===== config.mk =====
export PLATFORM = sky130hd
export DESIGN_NAME = ifetch_master
export DESIGN_NICKNAME = d
export VERILOG_FILES = /design/src/rtl/ifetch_master.sv
export SDC_FILE = /design/constraint.sdc
export NUM_CORES = 1
export LEC_CHECK = 0
export BUFFER_PORTS_ARGS = -buffer_cell sky130_fd_sc_hd__clkbuf_2
export CORE_MARGIN = 1.5
export CORE_UTILIZATION = 50
export CTS_CLUSTER_DIAMETER = 80
export DETAILED_ROUTE_END_ITERATION = 10
export GPL_ROUTABILITY_DRIVEN = 0
export PLACE_DENSITY = 0.77
export SLEW_MARGIN = 25
export SYNTH_ARGS = -nofsm -noshare
export SYNTH_HDL_FRONTEND = slang
export SYNTH_SLANG_ARGS = --single-unit

===== constraint.sdc =====
create_clock -name AXI_ACLK -period 3.4 [get_ports AXI_ACLK]
set_input_delay 0.34 -clock AXI_ACLK [delete_from_list [all_inputs] [get_ports AXI_ACLK]]
set_output_delay 0.34 -clock AXI_ACLK [all_outputs]
set_load 0.005 [all_outputs]

===== src/rtl/ifetch_master.sv =====
// ---------------------------------------------------------------------------
// ifetch_master
//
// Instruction-fetch AXI read master. Fetches one instruction word at a time
// from the current PC and hands it to the core, then advances PC by 4. It
// supports branch/jump redirects at any point; a redirect that arrives while
// a read is in flight lets that read finish and throws the returned word away.
//
// Optional feature (macro IFETCH_RRESP_CHECK_EN):
//   defined   - a non-OKAY AXI_RRESP on a kept beat sets the sticky
//               FETCH_FAULT flag and parks the master in IDLE until reset.
//   undefined - AXI_RRESP is ignored and FETCH_FAULT stays 0.
//
// Ports:
//   AXI_ACLK, AXI_ARESET            clock, async active-high reset
//   FETCH_EN                        permits new fetches
//   REDIRECT_VALID, REDIRECT_PC     one-cycle PC redirect
//   AXI_AR*                         read-address channel (word address)
//   AXI_R*                          read-data channel
//   INSTR, INSTR_PC, INSTR_VALID,
//   INSTR_READY                     instruction stream to the core
//   FETCH_FAULT                     sticky error-response flag
//
// Handshakes: a transfer happens on a rising edge where VALID and READY are
// both high. A VALID, once raised, stays high with its payload unchanged
// until that transfer happens. All outputs come straight from flops.
// ---------------------------------------------------------------------------
module ifetch_master #(
  parameter int          AXI_AWIDTH = 4,
  parameter int          AXI_DWIDTH = 32,
  parameter logic [31:0] RESET_PC   = 32'h0000_0000
) (
  input  logic                  AXI_ACLK,
  input  logic                  AXI_ARESET,
  input  logic                  FETCH_EN,
  input  logic                  REDIRECT_VALID,
  input  logic [31:0]           REDIRECT_PC,
  output logic [AXI_AWIDTH-1:0] AXI_ARADDR,
  output logic                  AXI_ARVALID,
  input  logic                  AXI_ARREADY,
  input  logic [AXI_DWIDTH-1:0] AXI_RDATA,
  input  logic [1:0]            AXI_RRESP,
  input  logic                  AXI_RVALID,
  output logic                  AXI_RREADY,
  output logic [AXI_DWIDTH-1:0] INSTR,
  output logic [31:0]           INSTR_PC,
  output logic                  INSTR_VALID,
  input  logic                  INSTR_READY,
  output logic                  FETCH_FAULT
);

  typedef enum logic [1:0] {
    S_IDLE = 2'd0,
    S_ADDR = 2'd1,
    S_DATA = 2'd2,
    S_HOLD = 2'd3
  } state_t;

  state_t                state_q, state_d;
  logic [31:0]           pc_q, pc_d;
  logic [AXI_AWIDTH-1:0] araddr_q, araddr_d;
  logic                  arvalid_q, arvalid_d;
  logic                  rready_q, rready_d;
  logic [AXI_DWIDTH-1:0] instr_q, instr_d;
  logic [31:0]           instr_pc_q, instr_pc_d;
  logic                  instr_valid_q, instr_valid_d;
  logic                  discard_q, discard_d;
  logic                  fault_q, fault_d;

  logic                  ar_hs;
  logic                  r_hs;
  logic                  data_beat;
  logic                  resp_bad;
  logic [31:0]           keep_pc;
  logic [31:0]           accept_pc;

  // Byte PC to AXI word index; bits above the index and [1:0] are dropped.
  function automatic logic [AXI_AWIDTH-1:0] word_idx(input logic [31:0] p);
    return p[AXI_AWIDTH+1:2];
  endfunction

`ifdef IFETCH_RRESP_CHECK_EN
  assign resp_bad = (AXI_RRESP != 2'b00);
`else
  logic unused_rresp;
  assign unused_rresp = ^AXI_RRESP;
  assign resp_bad     = 1'b0;
`endif

  assign ar_hs = arvalid_q & AXI_ARREADY;
  assign r_hs  = rready_q & AXI_RVALID;

  // A read beat lands either together with the address (ADDR) or later (DATA).
  assign data_beat = ((state_q == S_ADDR) && ar_hs && r_hs) ||
                     ((state_q == S_DATA) && r_hs);

  // PC to refetch from after a discarded beat: a same-cycle redirect wins.
  assign keep_pc   = REDIRECT_VALID ? REDIRECT_PC : pc_q;
  // PC after the core accepts: a coincident redirect overrides PC+4.
  assign accept_pc = REDIRECT_VALID ? REDIRECT_PC : (pc_q + 32'd4);

  always_comb begin
    state_d       = state_q;
    pc_d          = pc_q;
    araddr_d      = araddr_q;
    arvalid_d     = arvalid_q;
    rready_d      = rready_q;
    instr_d       = instr_q;
    instr_pc_d    = instr_pc_q;
    instr_valid_d = instr_valid_q;
    discard_d     = discard_q;
    fault_d       = fault_q;

    case (state_q)
      S_IDLE: begin
        if (REDIRECT_VALID) pc_d = REDIRECT_PC;
        if (FETCH_EN && !fault_q) begin
          state_d   = S_ADDR;
          arvalid_d = 1'b1;
          rready_d  = 1'b1;
          araddr_d  = word_idx(keep_pc);
        end
      end

      S_ADDR, S_DATA: begin
        // A redirect here cannot cancel the in-flight read; mark it so the
        // returned word is dropped. Later redirects just update the PC.
        if (REDIRECT_VALID) begin
          pc_d      = REDIRECT_PC;
          discard_d = 1'b1;
        end
        if (ar_hs) arvalid_d = 1'b0;
        if ((state_q == S_ADDR) && ar_hs && !r_hs) state_d = S_DATA;

        if (data_beat) begin
          arvalid_d = 1'b0;
          rready_d  = 1'b0;
          if (discard_q || REDIRECT_VALID) begin
            discard_d = 1'b0;
            if (FETCH_EN) begin
              state_d   = S_ADDR;
              arvalid_d = 1'b1;
              rready_d  = 1'b1;
              araddr_d  = word_idx(keep_pc);
            end else begin
              state_d = S_IDLE;
            end
          end else if (resp_bad) begin
            fault_d = 1'b1;
            state_d = S_IDLE;
          end else begin
            instr_d       = AXI_RDATA;
            instr_pc_d    = pc_q;
            instr_valid_d = 1'b1;
            state_d       = S_HOLD;
          end
        end
      end

      S_HOLD: begin
        if (INSTR_READY) begin
          instr_valid_d = 1'b0;
          pc_d          = accept_pc;
          if (FETCH_EN) begin
            state_d   = S_ADDR;
            arvalid_d = 1'b1;
            rready_d  = 1'b1;
            araddr_d  = word_idx(accept_pc);
          end else begin
            state_d = S_IDLE;
          end
        end else if (REDIRECT_VALID) begin
          // Withdraw the stale instruction and refetch from the target.
          pc_d          = REDIRECT_PC;
          instr_valid_d = 1'b0;
          state_d       = S_ADDR;
          arvalid_d     = 1'b1;
          rready_d      = 1'b1;
          araddr_d      = word_idx(REDIRECT_PC);
        end
      end

      default: state_d = S_IDLE;
    endcase
  end

  always_ff @(posedge AXI_ACLK or posedge AXI_ARESET) begin
    if (AXI_ARESET) begin
      state_q       <= S_IDLE;
      pc_q          <= RESET_PC;
      araddr_q      <= '0;
      arvalid_q     <= 1'b0;
      rready_q      <= 1'b0;
      instr_q       <= '0;
      instr_pc_q    <= '0;
      instr_valid_q <= 1'b0;
      discard_q     <= 1'b0;
      fault_q       <= 1'b0;
    end else begin
      state_q       <= state_d;
      pc_q          <= pc_d;
      araddr_q      <= araddr_d;
      arvalid_q     <= arvalid_d;
      rready_q      <= rready_d;
      instr_q       <= instr_d;
      instr_pc_q    <= instr_pc_d;
      instr_valid_q <= instr_valid_d;
      discard_q     <= discard_d;
      fault_q       <= fault_d;
    end
  end

  assign AXI_ARADDR  = araddr_q;
  assign AXI_ARVALID = arvalid_q;
  assign AXI_RREADY  = rready_q;
  assign INSTR       = instr_q;
  assign INSTR_PC    = instr_pc_q;
  assign INSTR_VALID = instr_valid_q;
  assign FETCH_FAULT = fault_q;

endmodule


==> results by group, run 1 <==
Route
  – Via count: 3,906
  – DRC viols: 0
  – 1st-pass router iterations: 4
  – DRT iter0 DRCs: 153
  – Total wire length: 11,000 um
  – Detailed-route vias per instance: 5.56
  – Final ANT Viol Nets: 0
  – Routed wire per std cell: 15.7 um

Placed design
  – Port Buf Inserts: 141
  – Placed Area: 5860 sq um
  – Placed wire-length estimate: 7910 um
  – Placed Cells incl. Taps: 688
  – Post-Place Worst Slack: 0.703 ns

Synth
  – Syn Std Cell Area: 5120 sq um
  – Post-synth EDFFs: 0
  – Leading area contributor after synthesis: dfrtp_1
  – Post-synthesis sequential area ratio: 0.518
  – Cells after synthesis: 436
  – YS warnings: 0
  – Synth top area share: 0.518
  – Cell variety after synth: 58
  – Syn_area_per_cell: 11.7 sq um
  – Async S/R FF share, synth: 1.00
  – Synthesized flop and latch total: 106
  – Synth area leaders: dfrtp_1 52%, mux2_2 15%, mux2i_1 3.1%
  – Ys flop type: dfrtp_1
  – Syn_nets: 515

CTS
  – CTS Buf Count: 9
  – CTS-repair resized insts: 0
  – Root Driver: clkbuf_8
  – Post-CTS Setup Bufs: 0
  – TritonCTS Sinks: 106
  – Max Root-Sink Buffers: 2
  – Hold-fix buffers, CTS: 0
  – CTS H-tree depth: 3
  – CTS tree: built
  – Skew-Pair Late Insertion Delay: 0.37 ns
  – Reg clk slew, reported paths: 0.11 ns

Die
  – Die W: 104 um
  – Die footprint: 10,900 sq um
  – Rows: 36
  – Initial Utilization: 0.519
  – Chip height: 104 um
  – Placeable core area: 9860 sq um
  – Ports: 145

Timing
  – Final Hold Viols: 0
  – Worst slew pin tran: 0.939 ns
  – Final Skew: 0.0169 ns
  – RSZ-0062 raised after global routing: false
  – Setup TNS: 0 ns
  – Fmax achieved: 0.362 GHz
  – Period utilization: 0.812
  – Setup violators final: 0
  – Slew HR: 0.374
  – Max-slew violation count: 0
  – Min Tclk post-route: 2.76 ns
  – PnR worst setup slack: 0.638 ns

Layout
  – Layout cells sized above 1: 0.423
  – Ant. Diodes: 0
  – Layout Cells excl Fill: 703
  – Fillcell total: 806
  – Area grow syn2layout: 18.3%
  – Final #Nets: 645
  – Finished Cell Area: 6050 sq um

Power and ir drop
  – Switching part of the total power: 0.318
  – Net Sw Power: 1.13 mW
  – Logic pwr share: 0.292
  – Cell leakage power: 3.08 nW
  – Seq pwr share: 0.491
  – Max VDD drop: 381 uV
  – Int Power: 2.43 mW
  – PD cells: 589 nW/um^2
  – Clk pwr share: 0.217

Critical path
  – Worst R2R Setup Slack: 0.64 ns
  – CP endpoint kind: flop
  – Crit Path Category: flop to flop
  – Reg-to-reg endpoint: INSTR[14]
  – CP Launch Type: flop
  – Reg-to-Reg Start: state_q[1]
  – Cells on worst reg2reg path: 6
  – Crit-path max FO: 64
  – CP arrival: 3.01 ns
  – Req. time, crit path: 3.65 ns

Global route
  – GRT overflow: 0
  – Number of global-route vias before repair: 3,854
  – Largest net degree at the start of global routing: 82
  – First-pass GRT wire length: 18,700 um
  – Initial antenna violation count: 0
  – Total GRT Usage: 0.213

Min path
  – Hold Path Class: input port to asynchronous set/reset pin

Status
  – Outcome: finished clean

Job
  – Max-Cap Viols: 0
==> state kept, by name (all words and copies together) (netlist names) <==
name / cells
AXI_RREADY: 1
INSTR_PC: 32
INSTR: 32
AXI_ARADDR: 4
discard_q: 1
state_q: 2
pc_q: 32
AXI_ARVALID: 1
INSTR_VALID: 1
==> final cells by class <==
class / instances / area (sq um) / area share
timing repair buffer: 144 / 728 / 0.120
multi-input combinational: 294 / 2270 / 0.375
clock inverter: 5 / 62.6 / 0.0103
tap: 133 / 166 / 0.0275
clock buffer: 10 / 128 / 0.0211
sequential: 106 / 2650 / 0.438
inverter: 11 / 46.3 / 0.00765
==> worst max path at each step <==
stage / start / endpoint / slack [ns] / cells after the start
finish: state_q[1] / INSTR[14] / 0.64 / 6
global route: state_q[1] / INSTR[14] / 0.47 / 6
CTS: state_q[1] / INSTR[14] / 0.66 / 6
detailed placement: state_q[1] / INSTR[14] / 0.70 / 6
global placement: state_q[1] / INSTR[14] / 0.85 / 6
floorplan: AXI_ARESET / AXI_ARADDR[0] / 0.27 / 1
==> critical path, cell delays in order (launching register included) <==
cell	delay, ns
dfrtp_1	0.44
inv_1	0.12
ha_1	0.20
a31oi_2	0.16
nor2_1	0.32
nand3_4	0.69
mux2_1	0.61
==> cell usage after synthesis, types with 6 or more instances <==
cell type,n
ha_1,6
xnor2_1,9
buf_6,6
o21ai_0,17
nor2_1,17
nand2_1,32
or4_1,6
a31oi_1,7
nand4_1,11
mux2i_1,16
a21oi_1,10
nand3_1,19
buf_2,7
clkbuf_1,8
mux2_2,68
dfrtp_1,106
o311ai_0,6
inv_1,11
==> power groups by stage <==
stage | registers (mW) | clock network (mW) | logic (mW)
2_1_floorplan | 1.75 | 0 | 0.635
3_3_place_gp | 1.75 | 0 | 1.01
3_5_place_dp | 1.78 | 0 | 1.05
4_1_cts | 1.75 | 0.790 | 1.05
5_1_grt | 1.79 | 0.840 | 1.16
6_report | 1.75 | 0.775 | 1.04
==> layout by cell type (no fill, tap or decap), types with 3 or more instances in the layout <==
master    synthesis  layout
dfrtp_1         106     106
inv_1            11      10
o21ai_0          17      17
nor4_1            4       4
inv_6             0       3
clkbuf_8          0       9
nor2b_1           3       3
buf_4             1       3
and3_1            5       5
a31oi_1           7       7
nand2_1          32      32
mux2i_1          16      16
or2_2             3       3
mux2_2           68      68
ha_1              6       6
clkbuf_2          1     141
nand4_1          11      11
or3b_2            3       3
o21a_1            3       3
mux2_1            4       4
o211ai_1          3       3
or4_1             6       6
nor2_1           17      17
a21oi_1          10      10
nand3_1          19      19
xnor2_1           9       9
o311ai_0          6       6
and4_1            4       4
o31ai_1           4       4
nor3_1            5       5
==> cell families (layout without fill, tap and decap cells) <==
kind of cell,after synthesis,count (layout),synth area share
AO/OA/AOI/OAI,64,64,0.0839
XOR/XNOR,10,10,0.0171
adder cells (fa/ha/maj),6,6,0.0147
buffers and inverters,36,170,0.0379
flip-flops,106,106,0.518
multiplexers,88,88,0.190
other,1,1,0.000733
AND/OR/NAND/NOR,125,125,0.138
==> stage by stage <==
stage	util	total power, mW	hold slack, ns
6_report	0.614	3.57	0.0693
2_1_floorplan	-	2.39	0.454
5_1_grt	0.614	3.79	0.136
3_5_place_dp	0.594	2.82	0.480
4_1_cts	0.614	3.60	0.171
3_3_place_gp	0.594	2.77	0.475
==> per-layer routing <==
| metal | GRT usage | wire (um) |
|---|---|---|
| met3 | 0.0401 | 467 |
| met4 | 0.0665 | 181 |
| met2 | 0.356 | 5410 |
| met1 | 0.281 | 4990 |
| met5 | 0 | 0 |
Note: power is estimated with default switching activity, not from simulation.
==> inputs of run 2 (changes only) <==
--- a/config.mk
+++ b/config.mk
@@ -7,11 +7,11 @@
 export LEC_CHECK = 0
 export BUFFER_PORTS_ARGS = -buffer_cell sky130_fd_sc_hd__clkbuf_2
 export CORE_MARGIN = 1.5
-export CORE_UTILIZATION = 50
+export CORE_UTILIZATION = 47
 export CTS_CLUSTER_DIAMETER = 80
 export DETAILED_ROUTE_END_ITERATION = 10
 export GPL_ROUTABILITY_DRIVEN = 0
-export PLACE_DENSITY = 0.77
+export PLACE_DENSITY = 0.76
 export SLEW_MARGIN = 25
 export SYNTH_ARGS = -nofsm -noshare
 export SYNTH_HDL_FRONTEND = slang
==> constraint.sdc (replaced) <==
create_clock -name AXI_ACLK -period 2.28 [get_ports AXI_ACLK]
set_input_delay 0.228 -clock AXI_ACLK [delete_from_list [all_inputs] [get_ports AXI_ACLK]]
set_output_delay 0.228 -clock AXI_ACLK [all_outputs]
set_load 0.005 [all_outputs]
==> run 2 against run 1 <==
Against the previous run:
- sequential share of layout area shrank 1.3 points
- fmax grew 30%
- flip-flop and latch count is the same
- sequential power grew 49%
- count of clock-buffer cells in the layout shrank 1
- critical path type unchanged
- critical endpoint is now INSTR[31]
- largest cell class unchanged
- largest power group unchanged
- highest routed layer unchanged
==> results by group, run 2 (same netlist as run 1, synthesis figures left out) <==
Route
  – Via count: 4,008 (+2.6%)
  – DRT iter0 DRCs: 192 (+25%)
  – 1st-pass router iterations: 4 (unchanged)
  – Routed wire per std cell: 16.0 um (+1.5%)
  – Detailed-route vias per instance: 5.58 (+0.47%)
  – Total wire length: 11,500 um (+3.7%)
  – Final ANT Viol Nets: 0 (unchanged)
  – DRC viols: 0 (unchanged)

Critical path
  – Cells on worst reg2reg path: 7 (+1)
  – CP endpoint kind: flop
  – Crit-path max FO: 53 (-17%)
  – Req. time, crit path: 2.53 ns (-1.12 ns)
  – CP Launch Type: flop
  – CP arrival: 2.38 ns (-0.63 ns)
  – Crit Path Category: flop to flop

Power and ir drop
  – Seq pwr share: 0.465 (-0.026)
  – Logic pwr share: 0.284 (-0.008)
  – Clk pwr share: 0.251 (+0.034)
  – PD cells: 900 nW/um^2 (+53%)
  – Max VDD drop: 599 uV (+57%)
  – Cell leakage power: 3.18 nW (+3.1%)
  – Switching part of the total power: 0.306 (-0.0113)
  – Int Power: 3.89 mW (+60%)
  – Net Sw Power: 1.72 mW (+52%)

Layout
  – Fillcell total: 883 (+9.6%)
  – Area grow syn2layout: 21.8%
  – Layout Cells excl Fill: 718 (+2.1%)
  – Ant. Diodes: 0 (unchanged)
  – Commonest non-fill, non-tap cell in the layout: clkbuf_2
  – Most frequent cells in the layout: 141 x clkbuf_2, 106 x dfrtp_1, 68 x mux2_2
  – Layout cells sized above 1: 0.435 (+0.0119)
  – Final #Nets: 656 (+1.7%)

Timing
  – Setup TNS: 0 ns (unchanged)
  – Final Hold Viols: 0 (unchanged)
  – RSZ-0062 raised after global routing: false
  – Slew HR: 0.474 (+0.0999)
  – Fmax achieved: 0.471 GHz (+30%)
  – Setup violators final: 0 (unchanged)
  – Worst slew pin tran: 0.787 ns (-0.152 ns)
  – Period utilization: 0.931 (+0.119)
  – Min Tclk post-route: 2.12 ns (-0.639 ns)
  – Max-slew violation count: 0 (unchanged)
  – Final Skew: 0.0122 ns (-0.00475 ns)

Global route
  – GRT overflow: 0 (unchanged)
  – Number of global-route vias before repair: 4,000 (+3.8%)
  – Total GRT Usage: 0.208 (-0.00503)
  – Largest net degree at the start of global routing: 54 (-34%)
  – First-pass GRT wire length: 18,800 um (+0.85%)
  – Initial antenna violation count: 0 (unchanged)

CTS
  – CTS Buf Count: 9 (unchanged)
  – TritonCTS Sinks: 106 (unchanged)
  – CTS tree: built
  – CTS H-tree depth: 3 (unchanged)
  – Max Root-Sink Buffers: 2 (unchanged)
  – Skew-Pair Late Insertion Delay: 0.37 ns (about the same)
  – Root Driver: clkbuf_8
  – Reg clk slew, reported paths: 0.10 ns (about the same)

Die
  – Initial Utilization: 0.489 (-0.0297)
  – Die footprint: 11,500 sq um (+6.2%)
  – Chip height: 107 um (+3.1%)
  – Die W: 107 um (+3.1%)
  – Placeable core area: 10,500 sq um (+6.1%)
  – Rows: 37 (+2.8%)
  – Ports: 145 (unchanged)

Placed design
  – Placed wire-length estimate: 8430 um (+6.5%)
  – Port Buf Inserts: 141 (unchanged)
  – Placed Cells incl. Taps: 701 (+1.9%)

Status
  – Outcome: finished clean

Min path
  – Hold Path Class: input port to flop
  – Worst hold path depth: 3

Job
  – Max-Cap Viols: 0 (unchanged)
[run 2: layout make-up]
type | instances | area (sq um) | area share
Timing Repair Buffer | 155 | 851 | 0.136
Multi-Input combinational cell | 294 | 2270 | 0.364
Inverter | 11 | 45.0 | 0.00722
Clock buffer | 9 | 124 | 0.0199
Sequential cell | 106 | 2650 | 0.425
Tap cell | 136 | 170 | 0.0273
Clock inverter | 7 | 121 | 0.0195
[run 2: through the flow]
step	setup slack (ns)	power, mW	hold WS, ns	area [sq um]	util
CTS	0.161	5.67	0.0494	6230	0.596
global placement	0.262	4.17	0.391	5980	0.572
detailed placement	0.188	4.26	0.388	5980	0.572
finish	0.157	5.61	0.0596	6230	0.596
global route	0.0257	5.97	0.0519	6230	0.596
floorplan	0.454	3.56	0.348	5120	-
[run 2: power by group through the flow]
stage               clock (mW)  sequential, mW  combinational [mW]
floorplan                    0            2.61               0.947
global placement             0            2.61                1.56
detailed placement           0            2.65                1.61
CTS                       1.44            2.61                1.62
global route              1.51            2.67                1.79
finish                    1.41            2.61                1.60
[run 2: worst paths after layout]
| check | from | to | slack [ns] |
|---|---|---|---|
| setup / recovery | state_q[1] | INSTR[31] | 0.16 |
| min in group asynchronous | AXI_ARESET | INSTR[15] | 0.53 |
| setup reg to reg | state_q[1] | INSTR[31] | 0.16 |
| hold reg to reg | pc_q[26] | pc_q[26] | 0.50 |
| hold / removal | REDIRECT_PC[14] | pc_q[14] | 0.06 |
| max in group asynchronous | AXI_ARESET | state_q[1] | 1.09 |
[run 2: metal layers]
metal / share of wire / vias to the layer above / track usage
met5: 0 / - / 0
met4: 0.020 / 0 / 0.0742
met2: 0.51 / 145 / 0.369
li1: - / 1869 / -
met1: 0.41 / 1974 / 0.247
met3: 0.065 / 20 / 0.0454
[run 2: repair_timing]
| item | in CTS | in global routing |
|---|---|---|
| gates resized for setup | 0 | 0 |
| hold buffers | 1 | 0 |
| setup buffers | 0 | 0 |
| endpoints found under the hold margin | 31 | 0 |
[run 2: critical path: stages, from the launching register on]
cell and delay, ns:
dfrtp_1 0.41, inv_1 0.09, ha_1 0.21, a31oi_2 0.32, nor2_1 0.16, nand3_4 0.12
buf_12 0.26, mux2_2 0.39
==> inputs of run 3 (changes only) <==
--- a/config.mk
+++ b/config.mk
@@ -7,11 +7,12 @@
 export LEC_CHECK = 0
 export BUFFER_PORTS_ARGS = -buffer_cell sky130_fd_sc_hd__clkbuf_2
 export CORE_MARGIN = 1.5
-export CORE_UTILIZATION = 47
+export CORE_UTILIZATION = 50
+export CTS_BUF_LIST = sky130_fd_sc_hd__clkbuf_16
 export CTS_CLUSTER_DIAMETER = 80
 export DETAILED_ROUTE_END_ITERATION = 10
 export GPL_ROUTABILITY_DRIVEN = 0
-export PLACE_DENSITY = 0.76
+export PLACE_DENSITY = 0.77
 export SLEW_MARGIN = 25
 export SYNTH_ARGS = -nofsm -noshare
 export SYNTH_HDL_FRONTEND = slang
==> constraint.sdc (replaced) <==
create_clock -name AXI_ACLK -period 2.75 [get_ports AXI_ACLK]
set_input_delay 0.275 -clock AXI_ACLK [delete_from_list [all_inputs] [get_ports AXI_ACLK]]
set_output_delay 0.275 -clock AXI_ACLK [all_outputs]
set_load 0.005 [all_outputs]
==> run 3 against run 2 <==
Against the previous run:
- core utilization is 4.1 points higher
- non-clock buffer count is 5 lower
- critical path type unchanged
- global-route usage is 1.7 points higher
- first-iteration DRC count is 1.0% higher
- largest cell class unchanged
- critical path depth stayed put
==> results by group, run 3 (same netlist as run 1, synthesis figures left out) <==
Status
  – Outcome: finished clean

Global route
  – Largest net degree at the start of global routing: 51 (-5.6%)
  – Total GRT Usage: 0.224 (+0.0166)
  – First-pass GRT wire length: 19,400 um (+3.2%)
  – Number of global-route vias before repair: 3,962 (-0.95%)
  – Initial antenna violation count: 0 (unchanged)
  – GRT overflow: 0 (unchanged)

Timing
  – Setup violators final: 0 (unchanged)
  – Fmax achieved: 0.436 GHz (-7.4%)
  – Final Skew: 0.0100 ns (-0.00217 ns)
  – Max-slew violation count: 0 (unchanged)
  – Min Tclk post-route: 2.29 ns (+0.170 ns)
  – RSZ-0062 raised after global routing: false
  – Setup TNS: 0 ns (unchanged)
  – Period utilization: 0.834 (-0.0972)
  – Final Hold Viols: 0 (unchanged)
  – PnR worst setup slack: 0.457 ns (+0.300 ns)
  – Worst slew pin tran: 0.662 ns (-0.125 ns)
  – Slew HR: 0.558 (+0.0840)

Die
  – Placeable core area: 9860 sq um (-5.7%)
  – Ports: 145 (unchanged)
  – Chip height: 104 um (-3.0%)
  – Rows: 36 (-2.7%)
  – Die W: 104 um (-3.0%)
  – Die footprint: 10,900 sq um (-5.8%)
  – Initial Utilization: 0.519 (+0.0297)

Route
  – Final ANT Viol Nets: 0 (unchanged)
  – Routed wire per std cell: 16.5 um (+3.2%)
  – Via count: 3,959 (-1.2%)
  – Total wire length: 11,700 um (+2.0%)
  – DRT iter0 DRCs: 194 (+1.0%)
  – DRC viols: 0 (unchanged)
  – Detailed-route vias per instance: 5.58 (-0.11%)
  – 1st-pass router iterations: 4 (unchanged)

Layout
  – Ant. Diodes: 0 (unchanged)
  – Layout Cells excl Fill: 710 (-1.1%)
  – Area grow syn2layout: 22.7%
  – Commonest non-fill, non-tap cell in the layout: clkbuf_2
  – Most frequent cells in the layout: 141 x clkbuf_2, 106 x dfrtp_1, 68 x mux2_2
  – Layout cells sized above 1: 0.430 (-0.00490)
  – Final #Nets: 651 (-0.76%)
  – Layout Utilization: 0.637 (+0.0407)

Min path
  – Worst hold path depth: 3 (unchanged)
  – Hold Startpoint: REDIRECT_PC[6]
  – Worst Hold End: pc_q[6]
  – Hold Path Class: input port to flop

CTS
  – CTS tree: built
  – Hold-fix buffers, CTS: 0 (-1)
  – CTS-repair resized insts: 0 (unchanged)
  – TritonCTS Sinks: 106 (unchanged)
  – Root Driver: clkbuf_16
  – Reg clk slew, reported paths: 0.08 ns (-0.02 ns)
  – Max Root-Sink Buffers: 2 (unchanged)
  – Skew-Pair Late Insertion Delay: 0.35 ns (-0.02 ns)
  – CTS Buf Count: 9 (unchanged)
  – CTS H-tree depth: 3 (unchanged)
  – Post-CTS Setup Bufs: 0 (unchanged)

Placed design
  – Port Buf Inserts: 141 (unchanged)
  – Placed wire-length estimate: 8260 um (-1.9%)
  – Placed Cells incl. Taps: 692 (-1.3%)
  – Post-Place Worst Slack: 0.492 ns (+0.305 ns)

Power and ir drop
  – Cell leakage power: 3.20 nW (+0.51%)
  – PD cells: 783 nW/um^2 (-13%)
  – Max VDD drop: 598 uV (-0.21%)

Critical path
  – Reg-to-Reg Start: state_q[1]
  – Reg-to-reg endpoint: INSTR_PC[26]
  – CP Launch Type: flop
  – Worst R2R Setup Slack: 0.46 ns (+0.30 ns)
  – Req. time, crit path: 2.99 ns (+0.46 ns)
  – Cells on worst reg2reg path: 7 (unchanged)
  – CP arrival: 2.53 ns (+0.15 ns)
  – Crit-path max FO: 50 (-5.7%)
  – Crit Path Category: flop to flop
  – CP endpoint kind: flop

Job
  – Max-Cap Viols: 0 (unchanged)
[run 3: changes by cell type in the layout (fill, tap and decap cells not counted), sizes merged]
cell    change
buf         -5
bufinv      -1
inv         +1
[run 3: worst max-delay path by stage]
stage                    start  slack (ns)      endpoint  depth (start not counted)
floorplan           state_q[1]        0.92      pc_q[23]                          6
global placement    state_q[1]        0.57  INSTR_PC[24]                          7
detailed placement  state_q[1]        0.49     INSTR[27]                          7
CTS                 state_q[1]        0.47     INSTR[27]                          7
global route        state_q[1]        0.27  INSTR_PC[26]                          7
finish              state_q[1]        0.46  INSTR_PC[26]                          7
[run 3: worst max-delay path: stages, from the launching register on]
cell and delay (ns):
dfrtp_1 0.40, inv_1 0.10, ha_1 0.22, a31oi_2 0.32
nor2_1 0.15, nand3_4 0.27, buf_12 0.31, mux2_2 0.38
[run 3: area by class of cell]
cell class	count	area (sq um)
timing repair buffer	150	813
tap	133	166
multi-input combinational	294	2270
clock buffer	9	225
sequential	106	2650
clock inverter	7	106
fill	763	3580
inverter	11	45.0
[run 3: per-layer routing]
layer / GRT usage / up-vias / part of all wire / wire, um
met4: 0.0942 / 0 / 0.020 / 236
met5: 0 / - / 0 / 0
met1: 0.288 / 1947 / 0.43 / 5000
met3: 0.0338 / 18 / 0.043 / 501
li1: - / 1866 / - / -
met2: 0.380 / 128 / 0.51 / 5950
[run 3: through the flow]
step / instance area [sq um] / hold WS, ns / power [mW]
after floorplan: 5120 / 0.395 / 2.95
after global placement: 5920 / 0.476 / 3.43
after detailed placement: 5920 / 0.482 / 3.51
after CTS: 6250 / 0.126 / 4.96
after global routing: 6280 / 0.140 / 5.18
final: 6280 / 0.133 / 4.92
[run 3: where the power goes]
part           internal, mW  leakage [nW]  switching [mW]  total (mW)
combinational         0.682          1.65           0.630        1.31
clock                 0.817         0.163           0.619        1.44
sequential             1.91          1.38           0.258        2.17
